**src/rtl/id_ex_stage.sv**
```systemverilog
// ID->EX pipeline register with load-use interlock, hold/flush and a bubble counter.
// Ports: clk, reset, id_* bundle in, hold, flush; ID_EX_* bundle out, pc_write, if_id_write, stall_active, stall_count.
module id_ex_stage #(
  parameter int DW = 16
) (
  input  logic          clk,
  input  logic          reset,
  input  logic          id_valid,
  input  logic [2:0]    id_rm_1,
  input  logic [2:0]    id_rd_11,
  input  logic [2:0]    id_rd_12,
  input  logic          id_ALUSrcB,
  input  logic [2:0]    id_wd_1,
  input  logic [2:0]    id_wd_2,
  input  logic          id_RegWrite1,
  input  logic          id_MemRead1,
  input  logic          id_RegWrite2,
  input  logic [2:0]    id_rm_2,
  input  logic [2:0]    id_rn_2,
  input  logic [2:0]    id_rd_2,
  input  logic [DW-1:0] id_imm,
  input  logic          hold,
  input  logic          flush,
  output logic          ID_EX_valid,
  output logic [2:0]    ID_EX_rm_1,
  output logic [2:0]    ID_EX_rd_11,
  output logic [2:0]    ID_EX_rd_12,
  output logic          ID_EX_ALUSrcB,
  output logic [2:0]    ID_EX_wd_1,
  output logic [2:0]    ID_EX_wd_2,
  output logic          ID_EX_RegWrite1,
  output logic          ID_EX_MemRead1,
  output logic          ID_EX_RegWrite2,
  output logic [2:0]    ID_EX_rm_2,
  output logic [2:0]    ID_EX_rn_2,
  output logic [2:0]    ID_EX_rd_2,
  output logic [DW-1:0] ID_EX_imm,
  output logic          pc_write,
  output logic          if_id_write,
  output logic          stall_active,
  output logic [15:0]   stall_count
);

  typedef enum logic {
    RUN   = 1'b0,
    STALL = 1'b1
  } state_t;

  state_t state;

  logic [2:0] src_b;
  logic       hit;
  logic       hazard;
  logic       advance;
  logic       bubble;

  assign src_b = id_ALUSrcB ? id_rd_12 : id_rd_11;

  assign hit = (ID_EX_wd_1 == id_rm_1)
             | (ID_EX_wd_1 == src_b)
             | (ID_EX_wd_1 == id_rm_2)
             | (ID_EX_wd_1 == id_rn_2)
             | (ID_EX_wd_1 == id_rd_2);

  // r0 is never a real producer, and STALL masks a repeat detection.
  assign hazard = (state == RUN)
                & ID_EX_valid
                & ID_EX_MemRead1
                & (ID_EX_wd_1 != 3'd0)
                & id_valid
                & hit;

  // Flush wins over a coincident hazard, so the front end still advances.
  assign advance     = ~reset & ~hold & (flush | ~hazard);
  assign pc_write    = advance;
  assign if_id_write = advance;

  assign bubble = flush | hazard | ~id_valid;

  always_ff @(posedge clk or posedge reset) begin
    if (reset) begin
      state           <= RUN;
      stall_active    <= 1'b0;
      stall_count     <= 16'd0;
      ID_EX_valid     <= 1'b0;
      ID_EX_rm_1      <= 3'd0;
      ID_EX_rd_11     <= 3'd0;
      ID_EX_rd_12     <= 3'd0;
      ID_EX_ALUSrcB   <= 1'b0;
      ID_EX_wd_1      <= 3'd0;
      ID_EX_wd_2      <= 3'd0;
      ID_EX_RegWrite1 <= 1'b0;
      ID_EX_MemRead1  <= 1'b0;
      ID_EX_RegWrite2 <= 1'b0;
      ID_EX_rm_2      <= 3'd0;
      ID_EX_rn_2      <= 3'd0;
      ID_EX_rd_2      <= 3'd0;
      ID_EX_imm       <= '0;
    end else if (!hold) begin
      if (bubble) begin
        ID_EX_valid     <= 1'b0;
        ID_EX_rm_1      <= 3'd0;
        ID_EX_rd_11     <= 3'd0;
        ID_EX_rd_12     <= 3'd0;
        ID_EX_ALUSrcB   <= 1'b0;
        ID_EX_wd_1      <= 3'd0;
        ID_EX_wd_2      <= 3'd0;
        ID_EX_RegWrite1 <= 1'b0;
        ID_EX_MemRead1  <= 1'b0;
        ID_EX_RegWrite2 <= 1'b0;
        ID_EX_rm_2      <= 3'd0;
        ID_EX_rn_2      <= 3'd0;
        ID_EX_rd_2      <= 3'd0;
        ID_EX_imm       <= '0;
      end else begin
        ID_EX_valid     <= 1'b1;
        ID_EX_rm_1      <= id_rm_1;
        ID_EX_rd_11     <= id_rd_11;
        ID_EX_rd_12     <= id_rd_12;
        ID_EX_ALUSrcB   <= id_ALUSrcB;
        ID_EX_wd_1      <= id_wd_1;
        ID_EX_wd_2      <= id_wd_2;
        ID_EX_RegWrite1 <= id_RegWrite1;
        ID_EX_MemRead1  <= id_MemRead1;
        ID_EX_RegWrite2 <= id_RegWrite2;
        ID_EX_rm_2      <= id_rm_2;
        ID_EX_rn_2      <= id_rn_2;
        ID_EX_rd_2      <= id_rd_2;
        ID_EX_imm       <= id_imm;
      end

      if (hazard && !flush) begin
        state        <= STALL;
        stall_active <= 1'b1;
        if (stall_count != 16'hFFFF)
          stall_count <= stall_count + 16'd1;
      end else begin
        state        <= RUN;
        stall_active <= 1'b0;
      end
    end
  end

endmodule

```
**config.mk**
```make
export PLATFORM = sky130hd
export DESIGN_NAME = id_ex_stage
export DESIGN_NICKNAME = d
export VERILOG_FILES = /design/src/rtl/id_ex_stage.sv
export SDC_FILE = /design/constraint.sdc
export NUM_CORES = 1
export LEC_CHECK = 0
export CAP_MARGIN = 10
export CORE_MARGIN = 1
export CORE_UTILIZATION = 44
export CTS_BUF_LIST = sky130_fd_sc_hd__clkbuf_4 sky130_fd_sc_hd__clkbuf_8
export DETAILED_ROUTE_END_ITERATION = 10
export GPL_ROUTABILITY_DRIVEN = 1
export PLACE_DENSITY_LB_ADDON = 0.08
export SYNTH_ARGS = -nofsm -noshare
export SYNTH_HDL_FRONTEND = slang
export SYNTH_SLANG_ARGS = --single-unit
```
**constraint.sdc**
```tcl
create_clock -name clk -period 2.4 [get_ports clk]
set_input_delay 0.48 -clock clk [delete_from_list [all_inputs] [get_ports clk]]
set_output_delay 0.48 -clock clk [all_outputs]
set_load 0.03 [all_outputs]
```
==> results of run 1 <==
[cell usage in the layout (no fill, tap or decap), drive strengths merged, types with 2 or more instances in the layout]
cell type       n
buf            19
nand3           9
dlymetal6s2s    9
dlygate4sd2     9
dfrtp          62
inv             2
and3            5
nand4           5
nor2            3
nor3            5
and4            3
nand2           8
nor4            8
clkdlybuf4s50  90
mux2            3
xor2           15
a22o           44
clkbuf         13
nor4b           2
mux2i           3
xnor2          13
[worst paths after layout]
check,endpoint,slack (ps),cells past startpoint
max reg2reg,stall_count[1]$_DFFE_PP0P_,320,7
max in group asynchronous,ID_EX_wd_1[2]$_DFFE_PP0N_,1250,3
max,pc_write,50,6
min in group asynchronous,ID_EX_MemRead1$_DFFE_PP0N_,540,2
min,state$_DFFE_PP0N_,400,3
min reg2reg,stall_count[7]$_DFFE_PP0P_,490,1
[layout make-up]
cell class,count,area share
flip-flops and latches,62,0.367
repair buffers,128,0.300
clock inverters,3,0.0100
well taps,75,0.0221
clock buffers,12,0.0390
multi-input cells,135,0.261
inverters,2,0.00177
[per-stage QoR]
stage               hold slack (ps)  setup TNS, ps
finish                          398              0
global route                    417          -66.0
CTS                             399              0
detailed placement              474         -17140
global placement                470         -13190
floorplan                       608          -15.8
[synth_stat cells]
cell type / n
a21o_1: 1
o21ai_0: 1
xnor2_1: 13
a31oi_4: 1
clkbuf_1: 5
o31a_1: 1
nand4_1: 5
nor3_1: 5
nand3_1: 9
o211a_1: 1
mux2_2: 3
and4_1: 3
dfrtp_1: 62
nor4_1: 3
or3_1: 1
and3_1: 5
xor2_1: 15
nor4b_2: 1
mux2i_1: 3
nand4b_1: 1
inv_1: 2
buf_6: 6
buf_4: 4
nor4_2: 5
nor4b_1: 1
a22o_1: 44
buf_2: 2
nor2_1: 3
nand2_1: 8
nand2b_1: 1
ha_1: 1
[metal layers]
layer | vias to the layer above | wire length (um) | GRT usage
li1 | 1043 | - | -
met1 | 1113 | 2970 | 0.281
met2 | 63 | 3520 | 0.360
met3 | 9 | 392 | 0.0607
met4 | 0 | 93 | 0.0839
met5 | - | 0 | 0
[critical path, cell delays in order, from the launching register on]
cell     delay (ps)
dfrtp_2         490
xnor2_1         220
nand3_1         110
nand4_1         140
a31oi_4          60
o31a_1          350
buf_6           160
[cell families after synthesis]
| family | count (synthesis) |
|---|---|
| compound gates | 49 |
| mux | 6 |
| xor+xnor | 28 |
| simple gates | 51 |
| fa+ha+maj | 1 |
| buf+inv | 19 |
| flops | 62 |
[sequential cells by signal, summed over array words and instances, names as in the netlist]
name,cells
ID_EX_MemRead1,1
ID_EX_ALUSrcB,1
ID_EX_rd_11,3
ID_EX_rm_1,3
ID_EX_rd_12,3
ID_EX_RegWrite1,1
stall_count,16
ID_EX_rd_2,3
ID_EX_rm_2,3
ID_EX_valid,1
ID_EX_imm,16
ID_EX_rn_2,3
ID_EX_wd_2,3
ID_EX_RegWrite2,1
ID_EX_wd_1,3
state,1
[power by group]
group	internal [mW]	total, mW	switching [mW]
Combinational	0.218	0.456	0.238
Sequential	1.09	1.12	0.0322
Clock	0.557	0.961	0.404
[timing repair]
action,4_1_cts,5_1_grt
gates resized for setup,12,14
endpoints found under the hold margin,0,0
setup endpoints to repair,3,2
cloned,0,0
setup buffers,0,3
pin swaps,4,6
==> flow_metrics.py, run 1 <==
metrics = {
    "cells_and_area": {
        "instances_no_fill": 417,
        "final_util": 0.708,
        "antenna_cells": 0,
        "fin_nets": 388,
        "drive_gt1_frac": 0.152,
        "nFillCells": 435,
        "multi_input_area_sq_um": 1100,
        "seq_area_sq_um": 1560,
        "syn_to_final_growth_pct": 53.0,
        "final_area_sq_um": 4240,
    },
    "synth": {
        "synth-compound-area-share": 0.158,
        "ys_ff_latch": 62,
        "ys.warnings.count": 0,
        "syn_inst": 216,
        "synth_top_area_share": 0.560,
        "ys_seq_area_frac": 0.560,
        "synthMuxAreaShare": 0.0230,
        "synth.avg_cell_area_sq_um": 12.8,
        "synthDominantAreaCellType": "dfrtp_1",
        "syn_area_sq_um": 2770,
        "synth_top_family_by_area": "compound AO/OA/AOI/OAI gates",
        "synthXorXnorAreaFrac": 0.0885,
        "synthTopCellsByArea": "dfrtp_1 (56%), a22o_1 (14%), xor2_1 (4.7%)",
        "synth_fp_nets": 266,
        "synthDistinctLibCells": 31,
        "synth_fa_ha_area_frac": 0.00451,
        "synthSimpleGateAreaFrac": 0.118,
    },
    "floorplanning": {
        "fp.dieH_um": 81.4,
        "start_util": 0.463,
        "die_w_um": 81.4,
        "core_sq_um": 5990,
        "die_area_sq_um": 6620,
        "io_pins": 113,
        "num_rows": 28,
    },
    "critical_path": {
        "critPathKind": "reg -> out",
        "cp.required_ps": 1920,
        "critPathMaxFanout": 8,
        "cp-end-kind": "output pin",
        "crit_arrival_ps": 1870,
        "timing.rr.start": "ID_EX_wd_1[1]$_DFFE_PP0N_",
        "startpoint": "ID_EX_wd_1[1]$_DFFE_PP0N_",
        "worst_setup_path_start_kind": "register",
    },
    "power_and_ir_drop": {
        "power.leakage_nw": 1.99,
        "p_per_area_nw_per_um2": 599,
        "p_total_mw": 2.54,
        "max-vdd-ir-drop_mv": 0.324,
    },
    "place": {
        "dp_hpwl_um": 4800,
        "routabilityCongestion": 0.789,
        "pre_cts_ws_ps": -367,
        "place_area_sq_um": 3980,
        "placed_cells": 399,
        "io_buffers": 112,
    },
    "timing": {
        "finalCriticalPeriod_ps": 2350,
        "clock_skew_ps": 7.31,
        "setup_violations": 0,
        "setup_ws_ps": 51.3,
        "hold_violations": 0,
        "timing.fmax_mhz": 426,
        "fin_crit_sh": 0.979,
        "finalMaxSlewViolations": 0,
        "tightest_slew_ps": 511,
        "slew_headroom": 0.659,
    },
    "cts": {
        "clk_transition_reported_paths_ps": 70,
        "cts_buffers": 9,
        "clock_latency_ps": 340,
        "h-tree-depth": 3,
        "cts_tree": "done",
        "postCtsHoldBufs": 0,
        "cts_sinks": 62,
        "cts_buffer_depth": 2,
        "root_buffer": "clkbuf_8",
    },
    "global_route": {
        "grt_pass1_vias": 2250,
        "grt_pass1_wl_um": 10900,
        "grt_usage": 0.222,
        "grt_start_max_net_pins": 46,
        "grt_overflow": 0,
        "antenna_found_initial": 0,
    },
    "drt": {
        "vias": 2228,
        "drt-initial-drc-count": 75,
        "post-route-drc-count": 0,
        "wirelength_um": 6980,
        "ant_nets": 0,
        "wire_per_inst_um": 16.7,
        "vias_per_cell": 5.34,
        "first_pass_iters": 4,
    },
    "run": {
        "drv_cap": 0,
    },
    "worst_hold_path": {
        "worstHoldStart": "hold",
        "hp-class": "in -> reg",
    },
    "status": {
        "status": "completed",
    },
}
No activity file was read; power rests on OpenSTA's default activity.
==> run 2, diff against run 1 <==
- CELL_PAD_IN_SITES_DETAIL_PLACEMENT: default -> 0
- CELL_PAD_IN_SITES_GLOBAL_PLACEMENT: default -> 2
- CORE_UTILIZATION: 44 -> 28
- CTS_CLUSTER_SIZE: default -> 30
- GPL_TIMING_DRIVEN: default -> 0
==> run 2 against run 1 <==
Compared with the run above: the run now ends with negative setup slack left; worst hold slack gained 55 ps; sequential share of layout area shrank 0.62 points; fmax decreased by 8.1%; combinational power rose by 7.2%; final cell count rose by 15%; wire length up 15%; sequential power barely moved; die area rose by 56%; count of clock-buffer cells in the layout fell by 3; clock power is 3.2% lower; via count is 2.2% higher; critical path depth is 1 higher; critical endpoint unchanged; largest power group unchanged; highest routed layer unchanged.
==> flow_metrics.py, run 2 (synthesized netlist as in run 1, its figures left out) <==
metrics = {
    "status": {
        "status": "complete, but fails checks",
        "violations": "negative setup slack",
    },
    "critical_path": {
        "crit_arrival_ps": 2070,
        "r2r_setup_slack_ps": 170,
        "worst_setup_path_start_kind": "register",
        "critPathKind": "reg -> out",
        "cp.required_ps": 1920,
        "cp-end-kind": "output pin",
        "critPathMaxFanout": 7,
    },
    "place": {
        "placed_cells": 458,
        "routabilityCongestion": 0.759,
        "io_buffers": 112,
        "dp_hpwl_um": 5770,
    },
    "cts": {
        "cts_tree": "done",
        "cts_sinks": 62,
        "cts_buffer_depth": 2,
        "cts_buffers": 9,
        "clock_latency_ps": 350,
        "postCtsHoldBufs": 0,
        "h-tree-depth": 3,
        "clk_transition_reported_paths_ps": 80,
        "root_buffer": "clkbuf_8",
    },
    "power_and_ir_drop": {
        "swShare": 0.289,
        "pwr-share-seq": 0.441,
        "pwr-share-clk": 0.367,
        "p_per_area_nw_per_um2": 589,
        "max-vdd-ir-drop_mv": 0.337,
        "p_total_mw": 2.54,
        "p_sw_mw": 0.734,
        "intPower_mw": 1.80,
        "power.leakage_nw": 1.93,
        "pwr-share-comb": 0.192,
    },
    "timing": {
        "hold_violations": 0,
        "finalMaxSlewViolations": 0,
        "tightest_slew_ps": 598,
        "rsz0062_at_grt": "yes",
        "clock_skew_ps": 13.3,
        "setup_ws_ps": -154,
        "timing.fmax_mhz": 391,
        "setup_violations": 2,
        "slew_headroom": 0.601,
        "fin_crit_sh": 1.06,
        "finalCriticalPeriod_ps": 2550,
    },
    "floorplanning": {
        "io_pins": 113,
        "fp.dieH_um": 101,
        "core_sq_um": 9420,
        "start_util": 0.294,
        "die_w_um": 101,
        "num_rows": 35,
        "die_area_sq_um": 10300,
    },
    "drt": {
        "vias_per_cell": 4.74,
        "first_pass_iters": 4,
        "post-route-drc-count": 0,
        "vias": 2277,
        "wirelength_um": 8040,
        "wl_met1_um": 3590,
        "wire_per_inst_um": 16.8,
        "met3_length_um": 386,
        "highest_layer": "met4",
        "drt-initial-drc-count": 68,
        "ant_nets": 0,
        "dr_wl_met2_um": 3920,
    },
    "global_route": {
        "grt_pass1_wl_um": 12700,
        "antenna_found_initial": 0,
        "grt_pass1_vias": 2405,
        "grt_start_max_net_pins": 38,
        "grt_usage": 0.165,
        "grt_overflow": 0,
    },
    "cells_and_area": {
        "syn_to_final_growth_pct": 55.6,
        "final_cell_mix": "clkdlybuf4s50_1 (91), dfrtp_1 (59), a22o_1 (44)",
        "top_regs": "ID_EX_imm x16, stall_count x16",
        "drive_gt1_frac": 0.157,
        "fin_nets": 396,
        "final_common_cell": "clkdlybuf4s50_1",
        "antenna_cells": 0,
        "instances_no_fill": 480,
    },
    "run": {
        "drv_cap": 0,
    },
    "worst_hold_path": {
        "hp-class": "in -> reg",
    },
}
## run 2: cell types whose count changed in the layout (fill, tap and decap cells not counted), sizes merged
cell           change
clkinvlp           +2
clkbuf             +1
clkdlybuf4s50      +1
buf                +3
clkinv             +2
dlymetal6s2s       -9
dlygate4sd2        +9
## run 2: path summary, 6_finish.rpt
check	startpoint	endpoint	depth (start not counted)
worst max-delay path	ID_EX_wd_1[1]$_DFFE_PP0N_	pc_write	7
worst min-delay path	id_ALUSrcB	ID_EX_ALUSrcB$_DFFE_PP0N_	2
worst max register to register	ID_EX_wd_1[1]$_DFFE_PP0N_	stall_count[1]$_DFFE_PP0P_	7
worst min register to register	stall_count[7]$_DFFE_PP0P_	stall_count[7]$_DFFE_PP0P_	1
max in group asynchronous	reset	ID_EX_wd_1[2]$_DFFE_PP0N_	3
min in group asynchronous	reset	ID_EX_MemRead1$_DFFE_PP0N_	2
## run 2: through the flow
step	hold slack [ps]	setup TNS (ps)	cell area [sq um]	setup WS, ps	util
5_1_grt	438	-459	4310	-234	0.458
4_1_cts	433	-300	4290	-156	0.456
3_3_place_gp	476	-75760	4070	-1190	0.433
6_report	453	-279	4310	-154	0.458
2_1_floorplan	608	-15.8	2790	-15.8	-
3_5_place_dp	481	-19640	4090	-1210	0.435
## run 2: what timing repair did
action	in CTS	in global routing
setup buffers	7	2
endpoints found under the setup margin	4	2
resized for setup	36	1
pin swaps	10	0
cloned	0	0
## run 2: critical path, stage by stage, from the launching register on
cell	delay, ps
dfrtp_2	490
buf_4	160
xor2_1	240
a31oi_4	150
buf_6	150
o31a_1	280
buf_6	130
buf_6	130
## run 2: power groups by stage
stage / clock [mW] / combinational (mW) / sequential, mW
5_1_grt: 1.01 / 0.521 / 1.13
6_report: 0.930 / 0.489 / 1.12
3_5_place_dp: 0 / 0.489 / 1.13
2_1_floorplan: 0 / 0.167 / 1.22
3_3_place_gp: 0 / 0.485 / 1.13
4_1_cts: 0.966 / 0.489 / 1.12
## run 2: area by class of cell
cell class,count,area [sq um]
clock buffer,9,124
multi-input combinational,135,1100
clock inverter,7,75.1
sequential,62,1560
tap,129,161
fill,927,5100
timing repair buffer,122,1180
buffer,14,108
inverter,2,7.51
## run 2: routing by layer
| metal | global-route usage | vias up |
|---|---|---|
| met3 | 0.0386 | 12 |
| met4 | 0.0725 | 0 |
| met2 | 0.267 | 67 |
| met1 | 0.210 | 1139 |
| li1 | - | 1059 |
| met5 | 0 | - |
==> run 3, diff against run 2 <==
- CORE_UTILIZATION: 28 -> 41
- DONT_BUFFER_PORTS: default -> 1
==> run 3 against run 2 <==
Compared with the run above: the run ends with design-rule violations, negative setup slack left; global-route usage is 3.0 points higher; setup slack worse by 140 ps; via count is 18% lower; clock power is 2.3% lower; fmax is 5.3% lower; utilization is 3.0 points higher; sequential share of layout area is 14 points higher; die area is 31% lower; flip-flop and latch count stayed put; sequential power is 8% higher; register-to-register slack hardly changed; worst hold slack worse by 260 ps; critical path type unchanged; highest routed layer unchanged.
==> flow_metrics.py, run 3 (synthesized netlist as in run 1, its figures left out) <==
metrics = {
    "floorplanning": {
        "start_util": 0.432,
        "num_rows": 29,
        "io_pins": 113,
        "fp.dieH_um": 84.2,
        "die_area_sq_um": 7090,
        "die_w_um": 84.2,
        "core_sq_um": 6420,
    },
    "timing": {
        "fin_crit_sh": 1.12,
        "finalCriticalPeriod_ps": 2700,
        "hold_violations": 0,
        "setup_ws_ps": -297,
        "rsz0062_at_grt": "yes",
        "timing.fmax_mhz": 371,
        "finalMaxSlewViolations": 0,
        "tightest_slew_ps": 789,
        "clock_skew_ps": 10.5,
        "slew_headroom": 0.473,
        "setup_violations": 2,
    },
    "drt": {
        "wirelength_um": 6500,
        "wire_per_inst_um": 20.7,
        "first_pass_iters": 7,
        "post-route-drc-count": 23,
        "vias": 1857,
        "vias_per_cell": 5.91,
        "drt-initial-drc-count": 90,
        "ant_nets": 0,
    },
    "cells_and_area": {
        "final_common_cell": "dfrtp_1",
        "drive_gt1_frac": 0.198,
        "final_cell_mix": "dfrtp_1 (59), a22o_1 (44), xor2_1 (15)",
        "top_regs": "ID_EX_imm x16, stall_count x16",
        "nFillCells": 581,
        "syn_to_final_growth_pct": 13.2,
        "instances_no_fill": 314,
        "antenna_cells": 0,
        "final_util": 0.488,
        "final_area_sq_um": 3140,
        "fin_nets": 282,
    },
    "critical_path": {
        "crit_family": "compound AO/OA/AOI/OAI gates",
        "worst_setup_path_start_kind": "register",
        "reg2reg_depth": 7,
        "timing.rr.end": "stall_count[12]$_DFFE_PP0P_",
        "slowest_delay_ps": 490,
        "cp.required_ps": 1920,
        "timing.rr.start": "ID_EX_wd_1[0]$_DFFE_PP0N_",
        "critPathMaxFanout": 6,
        "critPathBufInv": 3,
        "r2r_setup_slack_ps": 180,
        "crit_slowest_cell": "dfrtp_2",
        "startpoint": "ID_EX_wd_1[1]$_DFFE_PP0N_",
        "crit_chain": "buf_6, xnor2_1, nand3_1, nand4_1, a31oi_4, buf_6, o31a_1, buf_6",
        "crit_arrival_ps": 2220,
        "critPathKind": "reg -> out",
        "cp_num_cells": 8,
        "cp-end-kind": "output pin",
        "critPathCapture": "pc_write",
        "cp_common_cell": "buf_6",
    },
    "power_and_ir_drop": {
        "max-vdd-ir-drop_mv": 0.388,
        "p_total_mw": 2.34,
        "power.leakage_nw": 1.49,
        "p_per_area_nw_per_um2": 747,
    },
    "status": {
        "violations": "design-rule violations, negative setup slack",
        "status": "complete, but fails checks",
    },
    "cts": {
        "h-tree-depth": 3,
        "cts_buffer_depth": 2,
        "root_buffer": "clkbuf_8",
        "cts_buffers": 9,
        "cts_tree": "done",
        "clock_latency_ps": 320,
        "clk_transition_reported_paths_ps": 70,
        "postCtsHoldBufs": 0,
        "cts_sinks": 62,
        "cts_resized": 0,
    },
    "place": {
        "io_buffers": 0,
        "routabilityCongestion": 0.798,
        "place_area_sq_um": 2910,
        "placed_cells": 294,
        "dp_hpwl_um": 4750,
    },
    "global_route": {
        "antenna_found_initial": 0,
        "grt_start_max_net_pins": 38,
        "grt_pass1_wl_um": 10700,
        "grt_overflow": 0,
        "grt_pass1_vias": 2066,
        "grt_usage": 0.195,
    },
    "run": {
        "drv_cap": 0,
    },
    "worst_hold_path": {
        "hp-class": "in -> async",
    },
}
run 3: worst register-to-register path: stages (launching register included):
cell and delay, ps:
dfrtp_2 480, buf_6 170, buf_4 140, xor2_1 230
a31oi_4 130, buf_4 190, nor4_1 370, mux2_2 380
run 3: metrics by stage:
step                      setup TNS (ps)  worst slack (ps)  hold slack, ps
after floorplan                    -15.8             -15.8             608
after global placement            -10560              -339             611
after detailed placement            -344              -267             550
after CTS                           -461              -326             197
after global routing                -624              -408             247
final                               -405              -297             191
run 3: metal layers:
layer	vias up	track usage	wire length (um)
met5	-	0	0
met4	0	0.0658	53
met3	5	0.0649	595
met2	84	0.304	2950
met1	932	0.257	2900
li1	836	-	-
run 3: worst min path at each step:
stage / to / slack [ps] / depth (start not counted)
floorplan: ID_EX_wd_1[0]$_DFFE_PP0N_ / 610 / 1
global placement: ID_EX_wd_2[1]$_DFFE_PP0N_ / 610 / 1
detailed placement: stall_count[3]$_DFFE_PP0P_ / 550 / 1
CTS: ID_EX_rn_2[2]$_DFFE_PP0N_ / 200 / 1
global route: ID_EX_rn_2[2]$_DFFE_PP0N_ / 250 / 1
finish: stall_count[2]$_DFFE_PP0P_ / 190 / 1
run 3: report_power, final:
part	leakage, nW	total (mW)	internal (mW)	switching, mW
Clock	0.103	0.909	0.528	0.381
Combinational	0.551	0.225	0.101	0.124
Sequential	0.839	1.21	1.09	0.122
run 3: area by class of cell:
type	instances	area [sq um]	area share
buffer	17	141	0.0451
inverter	2	7.51	0.00239
clock inverter	4	47.5	0.0152
multi-input combinational	135	1090	0.346
timing repair buffer	5	50.0	0.0160
tap	77	96.3	0.0307
sequential	62	1560	0.496
clock buffer	12	153	0.0487
run 3: timing repair:
action	CTS	global route
pin swaps	3	0
gates cloned	0	0
setup endpoints to repair	2	2
setup buffers	4	0
